`src/rtl/stack_dbg_arbiter_if.sv`:
```
`default_nettype none
// +----------------------------------------------------------------------------+
// | stack_dbg_arbiter_if: debug command/response channel of the stack arbiter. |
// | Revision: 1.0                                                              |
// +----------------------------------------------------------------------------+
interface stack_dbg_arbiter_if #(
  parameter int WIDTH = 16
);
  logic             cmd_valid;
  logic             cmd_ready;
  logic [1:0]       cmd_op;
  logic [WIDTH-1:0] cmd_data;
  logic             rsp_valid;
  logic             rsp_ready;
  logic [WIDTH-1:0] rsp_data;
  logic             rsp_err;

  modport master (
    output cmd_valid, cmd_op, cmd_data, rsp_ready,
    input  cmd_ready, rsp_valid, rsp_data, rsp_err
  );

  modport slave (
    input  cmd_valid, cmd_op, cmd_data, rsp_ready,
    output cmd_ready, rsp_valid, rsp_data, rsp_err
  );
endinterface
`default_nettype wire

```
`src/rtl/stack_dbg_arbiter.sv`:
```
`default_nettype none
// +----------------------------------------------------------------------------+
// | stack_dbg_arbiter: muxes core and debug-host ops onto one stack, tracks    |
// | occupancy and sticky overflow/underflow. Revision: 1.0                     |
// +----------------------------------------------------------------------------+
module stack_dbg_arbiter #(
  parameter  int WIDTH = 16,
  parameter  int DEPTH = 18,
  localparam int CAP   = DEPTH + 1,
  localparam int DW    = $clog2(CAP + 1)
) (
  input  wire logic             clk,
  input  wire logic             resetq,
  input  wire logic             core_we,
  input  wire logic [1:0]       core_delta,
  input  wire logic [WIDTH-1:0] core_wd,
  output logic                  st_we,
  output logic      [1:0]       st_delta,
  output logic      [WIDTH-1:0] st_wd,
  input  wire logic [WIDTH-1:0] st_rd,
  output logic                  halt,
  stack_dbg_arbiter_if.slave    dbg,
  output logic      [DW-1:0]    depth,
  output logic                  ovf,
  output logic                  unf,
  input  wire logic             flag_clr
);

  typedef enum logic [1:0] {
    S_IDLE = 2'd0,
    S_WAIT = 2'd1,
    S_RESP = 2'd2
  } state_t;

  localparam logic [1:0]    OP_PEEK  = 2'b00;
  localparam logic [1:0]    OP_PUSH  = 2'b01;
  localparam logic [1:0]    OP_DEPTH = 2'b10;
  localparam logic [1:0]    OP_POP   = 2'b11;
  localparam logic [DW-1:0] C_FULL   = DW'(CAP);

  state_t           r_state, w_next;
  logic [1:0]       r_op;
  logic [WIDTH-1:0] r_data;
  logic [WIDTH-1:0] r_rsp_data;
  logic             r_rsp_err;
  logic             w_core_active, w_issue, w_refuse;
  logic             w_dbg_push, w_dbg_pop, w_push, w_pop;
  logic [WIDTH-1:0] w_rsp_data;

  assign w_core_active = core_we | core_delta[0];
  assign w_issue       = (r_state == S_WAIT) && !w_core_active;
  assign w_refuse      = ((r_op == OP_PUSH) && (depth == C_FULL)) ||
                         ((r_op == OP_POP)  && (depth == '0));
  assign w_dbg_push    = w_issue && !w_refuse && (r_op == OP_PUSH);
  assign w_dbg_pop     = w_issue && !w_refuse && (r_op == OP_POP);
  assign w_push        = (core_delta == 2'b01) || w_dbg_push;
  assign w_pop         = (core_delta == 2'b11) || w_dbg_pop;

  // Core always wins the stack port; debug only drives it in its issue cycle.
  always_comb begin
    st_we    = 1'b0;
    st_delta = 2'b00;
    st_wd    = '0;
    if (w_core_active) begin
      st_we    = core_we;
      st_delta = core_delta;
      st_wd    = core_wd;
    end else if (w_dbg_push) begin
      st_we    = 1'b1;
      st_delta = 2'b01;
      st_wd    = r_data;
    end else if (w_dbg_pop) begin
      st_delta = 2'b11;
    end
  end

  always_comb begin
    w_rsp_data = '0;
    if (!w_refuse) begin
      case (r_op)
        OP_PUSH:  w_rsp_data = r_data;
        OP_DEPTH: w_rsp_data = WIDTH'(depth);
        default:  w_rsp_data = st_rd;
      endcase
    end
  end

  always_comb begin
    w_next        = r_state;
    halt          = 1'b0;
    dbg.cmd_ready = 1'b0;
    dbg.rsp_valid = 1'b0;
    dbg.rsp_data  = r_rsp_data;
    dbg.rsp_err   = r_rsp_err;
    case (r_state)
      S_IDLE: begin
        dbg.cmd_ready = 1'b1;
        if (dbg.cmd_valid) w_next = S_WAIT;
      end
      S_WAIT: begin
        halt = 1'b1;
        if (w_issue) w_next = S_RESP;
      end
      S_RESP: begin
        dbg.rsp_valid = 1'b1;
        if (dbg.rsp_ready) w_next = S_IDLE;
      end
      default: w_next = S_IDLE;
    endcase
  end

  always_ff @(posedge clk or negedge resetq) begin
    if (!resetq) begin
      r_state    <= S_IDLE;
      r_op       <= OP_PEEK;
      r_data     <= '0;
      r_rsp_data <= '0;
      r_rsp_err  <= 1'b0;
      depth      <= '0;
      ovf        <= 1'b0;
      unf        <= 1'b0;
    end else begin
      r_state <= w_next;
      if ((r_state == S_IDLE) && dbg.cmd_valid) begin
        r_op   <= dbg.cmd_op;
        r_data <= dbg.cmd_data;
      end
      if (w_issue) begin
        r_rsp_err  <= w_refuse;
        r_rsp_data <= w_rsp_data;
      end
      // Saturate at the ends; the stack itself still shifts on a full push.
      if (w_push) begin
        if (depth != C_FULL) depth <= depth + DW'(1);
      end else if (w_pop) begin
        if (depth != '0) depth <= depth - DW'(1);
      end
      ovf <= (w_push && (depth == C_FULL)) || (ovf && !flag_clr);
      unf <= (w_pop  && (depth == '0))     || (unf && !flag_clr);
    end
  end

endmodule
`default_nettype wire

```
`src/flat_wrapper.sv`:
```
// flat-port wrapper written by rule: the top's interface ports become plain ports
module stack_dbg_arbiter_flat 
#(
  parameter  int WIDTH = 16,
  parameter  int DEPTH = 18,
  localparam int CAP   = DEPTH + 1,
  localparam int DW    = $clog2(CAP + 1)
)
  (clk, resetq, core_we, core_delta, core_wd, st_we, st_delta, st_wd, st_rd, halt, depth, ovf, unf, flag_clr, dbg_cmd_valid, dbg_cmd_op, dbg_cmd_data, dbg_rsp_ready, dbg_cmd_ready, dbg_rsp_valid, dbg_rsp_data, dbg_rsp_err);
  stack_dbg_arbiter_if #(.WIDTH(WIDTH)) dbg_i ();
  input  wire logic clk;
  input  wire logic resetq;
  input  wire logic core_we;
  input  wire logic [1:0] core_delta;
  input  wire logic [WIDTH-1:0] core_wd;
  output logic st_we;
  output logic      [1:0] st_delta;
  output logic      [WIDTH-1:0] st_wd;
  input  wire logic [WIDTH-1:0] st_rd;
  output logic halt;
  output logic      [DW-1:0] depth;
  output logic ovf;
  output logic unf;
  input  wire logic flag_clr;
  input wire logic [$bits(dbg_i.cmd_valid)-1:0] dbg_cmd_valid;
  input wire logic [$bits(dbg_i.cmd_op)-1:0] dbg_cmd_op;
  input wire logic [$bits(dbg_i.cmd_data)-1:0] dbg_cmd_data;
  input wire logic [$bits(dbg_i.rsp_ready)-1:0] dbg_rsp_ready;
  output wire logic [$bits(dbg_i.cmd_ready)-1:0] dbg_cmd_ready;
  output wire logic [$bits(dbg_i.rsp_valid)-1:0] dbg_rsp_valid;
  output wire logic [$bits(dbg_i.rsp_data)-1:0] dbg_rsp_data;
  output wire logic [$bits(dbg_i.rsp_err)-1:0] dbg_rsp_err;
  assign dbg_i.cmd_valid = dbg_cmd_valid;
  assign dbg_i.cmd_op = dbg_cmd_op;
  assign dbg_i.cmd_data = dbg_cmd_data;
  assign dbg_i.rsp_ready = dbg_rsp_ready;
  assign dbg_cmd_ready = dbg_i.cmd_ready;
  assign dbg_rsp_valid = dbg_i.rsp_valid;
  assign dbg_rsp_data = dbg_i.rsp_data;
  assign dbg_rsp_err = dbg_i.rsp_err;
  stack_dbg_arbiter #(.WIDTH(WIDTH), .DEPTH(DEPTH)) u_core (.clk(clk), .resetq(resetq), .core_we(core_we), .core_delta(core_delta), .core_wd(core_wd), .st_we(st_we), .st_delta(st_delta), .st_wd(st_wd), .st_rd(st_rd), .halt(halt), .dbg(dbg_i), .depth(depth), .ovf(ovf), .unf(unf), .flag_clr(flag_clr));
endmodule
```
`config.mk`:
```
export PLATFORM = sky130hd
export DESIGN_NAME = stack_dbg_arbiter_flat
export DESIGN_NICKNAME = d
export VERILOG_FILES = /design/src/rtl/stack_dbg_arbiter_if.sv /design/src/rtl/stack_dbg_arbiter.sv /design/src/flat_wrapper.sv
export SDC_FILE = /design/constraint.sdc
export NUM_CORES = 1
export LEC_CHECK = 0
export CORE_AREA = 2 2 100 102
export CTS_CLUSTER_DIAMETER = 30
export CTS_CLUSTER_SIZE = 30
export DETAILED_ROUTE_END_ITERATION = 16
export DIE_AREA = 0 0 102 104
export GPL_TIMING_DRIVEN = 0
export PLACE_DENSITY = 0.5
export SLEW_MARGIN = 15
export SYNTH_ARGS = -nofsm -noshare
export SYNTH_HDL_FRONTEND = slang
export SYNTH_SLANG_ARGS = --single-unit
```
`constraint.sdc`:
```
create_clock -name clk -period 2.85 [get_ports clk]
set_clock_uncertainty 0.15 [all_clocks]
set_input_delay 0.4275 -clock clk [delete_from_list [all_inputs] [get_ports clk]]
set_output_delay 0.4275 -clock clk [all_outputs]
set_load 0.005 [all_outputs]
```
# == Word-level counts from Yosys, hierarchy flattened ==
# Cells that the tools add are included.
# word_totals
register_bits,44
out_inout_bits,46
wordCells,70
# op_classes
add_sub_neg,2
n_eq_ne,13
mux,20
n_bitwise,1
n_reduce_logical,26
# op_table
op,n
16-bit two-way mux,3
16-bit one-hot mux with 2 select lines,1
5-bit two-way mux,4
2-bit two-way mux,6
1-bit logical AND,11
"2-bit equality test, second input constant",4
"2-bit by 1-bit equality test with 1-bit output, second input constant",3
"2-bit inequality test, second input constant",3
2-bit one-hot mux with 3 select lines,1
3-bit AND reduction,2
"5-bit by 1-bit adder with 5-bit output, second input constant",1
"5-bit equality test, second input constant",1
5-bit zero test,1
1-bit logical OR,5
1-bit two-way mux,5
"5-bit inequality test, second input constant",1
5-bit nonzero test,1
"5-bit by 1-bit subtractor with 5-bit output, second input constant",1
2-bit nonzero test,2
1-bit zero test,3
2-bit zero test,1
"2-bit by 1-bit inequality test with 1-bit output, second input constant",1
1-bit OR,1

# == Logic depth before layout (Yosys ltp) ==
# logic_depth
ltp_word,9
depth_mapped,11
ltp_nobuf,9

# == Worst setup path after synthesis ==
# No wires, ideal clock.
# synth_timing
path_type,input -> register
from,in core_we
to,reg u_core.depth[4]
setup_time_ps,130
t_arrival_ps,2439
required_time_ps,2570
path_slack_ps,131
path_stages,11
n_path_buf,2
cell_sequence,or2_1 buf_2 nor3b_2 and4_1 buf_2 nor2_1 xor2_1 ha_1 nor4b_1 o21ai_1 xnor2_1
# synth_via
elab_chain_len,8
# synth_rtl
item,line,source
from (decl),flat_wrapper.sv:13,input wire logic core_we;
1-bit OR *,stack_dbg_arbiter.sv:50,assign w_core_active = core_we | core_delta[0];
1-bit zero test *,stack_dbg_arbiter.sv:51,assign w_issue = (r_state == S_WAIT) && !w_core_active;
1-bit logical AND *,stack_dbg_arbiter.sv:51,
1-bit logical AND *,"stack_dbg_arbiter.sv:54, stack_dbg_arbiter.sv:55",
"1-bit logical AND, on equally long branches","stack_dbg_arbiter.sv:54, stack_dbg_arbiter.sv:55",
"1-bit logical OR, on equally long branches","stack_dbg_arbiter.sv:56, stack_dbg_arbiter.sv:57",
2-bit inequality test (no line) / 2-bit nonzero test (equally long branches),--,
3-bit AND reduction (no line),--,
to (signal assigned),stack_dbg_arbiter.sv:134,if (depth != C_FULL) depth <= depth + DW'(1);
to (signal assigned),stack_dbg_arbiter.sv:136,if (depth != '0) depth <= depth - DW'(1);
to (decl),stack_dbg_arbiter.sv:23,"output logic [DW-1:0] depth,"
# Every way passes the cells marked *; elsewhere a longest branch is shown, timed or not.
# A chain may end at the register's enable or synchronous reset.

# == Final worst setup path ==
# layout_timing
from,in core_we
to,out st_delta[1]
# layout_via
elab_chain_len,8
# layout_rtl
item,line,source
1-bit OR *,stack_dbg_arbiter.sv:50,
1-bit zero test,stack_dbg_arbiter.sv:51,
1-bit logical AND,stack_dbg_arbiter.sv:51,
1-bit logical AND,"stack_dbg_arbiter.sv:54, stack_dbg_arbiter.sv:55",
1-bit logical AND,stack_dbg_arbiter.sv:55,assign w_dbg_pop = w_issue && !w_refuse && (r_op == OP_POP);
2-bit two-way mux,stack_dbg_arbiter.sv:72,end else if (w_dbg_pop) begin
2-bit two-way mux,stack_dbg_arbiter.sv:68,end else if (w_dbg_push) begin
2-bit two-way mux *,stack_dbg_arbiter.sv:64,if (w_core_active) begin
to (decl),flat_wrapper.sv:17,output logic [1:0] st_delta;
# Marked as above.

==> results.cfg <==
[run_status]
status = finished clean

[setup_path]
crit_type = in2out
reg2reg_slack_ns = 0.21
worstPathCellList = dlygate4sd2_1 > or2_1 > buf_6 > nor3b_4 > buf_4 > buf_4 > nand4b_1 > nand2_1 > clkdlybuf4s50_1
crit_path_top_delay_cell = clkdlybuf4s50_1
r2r-end = u_core.depth[4]$_DFFE_PN0P_
critPathMaxStageDelay_ns = 0.51
critPathCaptureType = primary output
crit_required_ns = 2.27
crit_top_cell = buf_4
worstPathMaxFanout = 4
rr_worst_depth = 11
r2r_start = u_core.depth[1]$_DFFE_PN0P_
arrival_ns = 2.19
startpoint = core_we
crit_path_start_kind = primary input

[clock_tree]
cts_tree = built
clkSinkCount = 44
clk_pin_slew_ns = 0.08
cts_root_buffer = clkbuf_8
htree_levels = 2
clockBufferDepth = 2
cts_inserted_buffers = 5
clk_latency_ns = 0.29

[sta]
setup_viol = 0
fmax_ghz = 0.3607
maxSlewHeadroom = 0.6013
min_period_over_period = 0.9727
hold_viol = 0
hold_ws_ns = 0.3288
period_needed_ns = 2.772
max_slew.worst_pin.slew_ns = 0.5981
rsz0062_at_grt = false
slew_violations = 0

[logic_synthesis]
synth_area_per_cell_um2 = 9.855
syn_nets = 297
netlist_area_um2 = 2316
synth-seq-cells = 44
ys_types = 41
seq_area_frac_synth = 0.4754
ys_warn_count = 0
synthCells = 235
synth_top_area_frac = 0.4754
yosysTopAreaCell = dfrtp_1
yosys-top-cells-area = dfrtp_1 (48%), mux2_2 (7.8%), a22o_1 (6.1%), nand2_1 (5.7%), o21ai_0 (4.3%)

[floorplan]
rows = 36
die_w_um = 102
die_y_um = 104
pin_count = 104
fp.coreArea_um2 = 9549
dieArea_um2 = 10610
initial_core_util = 0.2425

[final_layout]
seq_area_um2 = 1109
n_fill_cell = 1000
multi_input_area_um2 = 1175
diodes = 0
stdcell_count = 493
drive_gt1_frac = 0.1833
syn_to_final_growth_pct = 65.32
fin_nets = 422

[worst_hold_path]
min_path_type = reg2reg
min_to = u_core.dbg.rsp_data[12]$_DFFE_PN0N_
hold_path_startpoint = u_core.dbg.rsp_data[12]$_DFFE_PN0N_
holdPathStages = 2

[drt]
via_count = 2180
vias_per_cell = 4.422
drt_iter0_markers = 81
ant_nets = 0
drc = 0
wl_per_cell_um = 15.59
first_pass_iters = 4
routed_wl_um = 7686

[grt]
grt_pass1_vias = 2296
grt_start_max_net_pins = 29
track_usage = 0.1478
antenna_found_initial = 0
grt-ovfl-total = 0
grt_pass1_wl_um = 12270

[power]
ir_worst_vdd_mv = 0.2934
finalPower_mw = 3.140
power_leakage_nw = 1.593
powerDensity_nw_per_um2 = 820.2

[place]
gp_congestion = 0.8218
place_inst = 472
dpl.hpwl_um = 5908
io_buffer_count = 103

[job]
cap_violations = 0
==> metal layers <==
metal	GRT usage	routed length, µm	part of all wire
met4	0.04381	112	0.015
met5	0	0	0
met2	0.2331	3638	0.47
met3	0.02890	426	0.055
met1	0.2042	3510	0.46
==> area by class of cell <==
type,instances,area share
Timing Repair Buffer,121,0.3118
Clock inverter,1,0.001307
Multi-Input combinational cell,170,0.3069
Clock buffer,6,0.01895
Tap cell,133,0.04346
Inverter,5,0.004902
Buffer,13,0.02320
Sequential cell,44,0.2895
==> power by group <==
part	internal, mW	switching [mW]
clock network	0.167	0.205
registers	0.910	0.284
logic	0.854	0.720
total	1.93	1.21
==> stage by stage <==
stage,util,TNS [ns],area [µm²],worst slack (ns)
after floorplan,-,0,2316,0.1314
after global placement,0.3679,-22.95,3513,-1.001
after detailed placement,0.3695,-17.44,3528,-0.9716
after CTS,0.3996,0,3816,0.001699
after global routing,0.4009,0,3829,0.003679
final,0.4009,0,3829,0.07787
==> what timing repair did <==
action | 4_1_cts | 5_1_grt
cloned | 1 | 0
endpoints found under the hold margin | 16 | 0
gates resized for setup | 50 | 10
buffers inserted | 13 | 2
hold buffers | 1 | 0
setup endpoints to repair | 22 | 10
pin swaps | 4 | 4
==> cell usage after synthesis <==
library cell and number:
o21bai_1 1, clkbuf_1 12, nor4b_1 1, o32ai_2 1
a21o_1 1, a22o_4 1, o22ai_1 1, o21a_1 1
nand4b_4 1, mux2_2 16, nand2b_1 1, o2111a_1 1
ha_1 4, or4b_1 1, a31oi_1 1, o21ai_0 20
nand2_1 35, xnor2_1 1, dfrtp_1 44, or2_2 1
a21oi_1 16, and4_1 1, buf_2 4, a31oi_4 1
xor2_1 4, mux2_1 1, a22oi_1 5, a32o_1 1
and2_1 1, inv_1 5, a31o_2 1, nor3b_2 1
nor2_1 21, a22o_1 16, nor3_1 1, and4bb_2 1
o21ai_1 2, nand3_1 4, nand4b_1 1, or2_1 1
nor2b_1 2
==> sequential cells by signal, summed over array words and instances, names as in the netlist <==
register and flops:
u_core.ovf 1, u_core.r_data 16, u_core.dbg.rsp_data 16, u_core.dbg.rsp_err 1, u_core.r_state 2, u_core.unf 1
u_core.depth 5, u_core.r_op 2
==> cells in the final DEF (no fill, tap or decap), types with 2 or more instances in the layout <==
| cell type | instances |
|---|---|
| nand2_1 | 34 |
| a22o_1 | 16 |
| clkbuf_1 | 8 |
| dfrtp_2 | 6 |
| buf_2 | 2 |
| o21ai_1 | 2 |
| mux2_2 | 16 |
| ha_1 | 4 |
| o21ai_0 | 20 |
| nor2_1 | 21 |
| dfrtp_1 | 38 |
| clkdlybuf4s50_1 | 82 |
| dlygate4sd2_1 | 12 |
| xor2_1 | 4 |
| nor2b_1 | 2 |
| a21oi_1 | 16 |
| buf_6 | 3 |
| clkdlybuf4s15_1 | 6 |
| clkbuf_8 | 5 |
| a22oi_1 | 5 |
| nand3_1 | 3 |
| inv_1 | 5 |
| buf_4 | 14 |
| buf_8 | 2 |
==> worst max-delay path: cells and delay by family <==
| kind | cells | cell delay (ns) |
|---|---|---|
| buffers and inverters | 5 | 1.15 |
| AND/OR/NAND/NOR | 4 | 0.61 |
==> worst max-delay path by stage <==
| stage | to | slack (ns) |
|---|---|---|
| floorplan | u_core.depth[4]$_DFFE_PN0P_ | 0.13 |
| global placement | st_wd[13] | -1.00 |
| detailed placement | st_wd[14] | -0.97 |
| CTS | st_delta[0] | 0.002 |
| global route | st_wd[4] | 0.004 |
| finish | st_delta[1] | 0.08 |
==> kinds of logic (layout without fill, tap and decap cells) <==
family | Yosys count | count (layout) | share of synthesized area
AOI/OAI and AO/OA | 70 | 70 | 0.2107
muxes | 17 | 17 | 0.08266
buffers and inverters | 21 | 146 | 0.03620
adders and majority gates | 4 | 4 | 0.02161
DFF | 44 | 44 | 0.4754
and+or+nand+nor | 74 | 74 | 0.1545
xor gates and xnor gates | 5 | 5 | 0.01891
No activity file was read; power rests on OpenSTA's default activity.
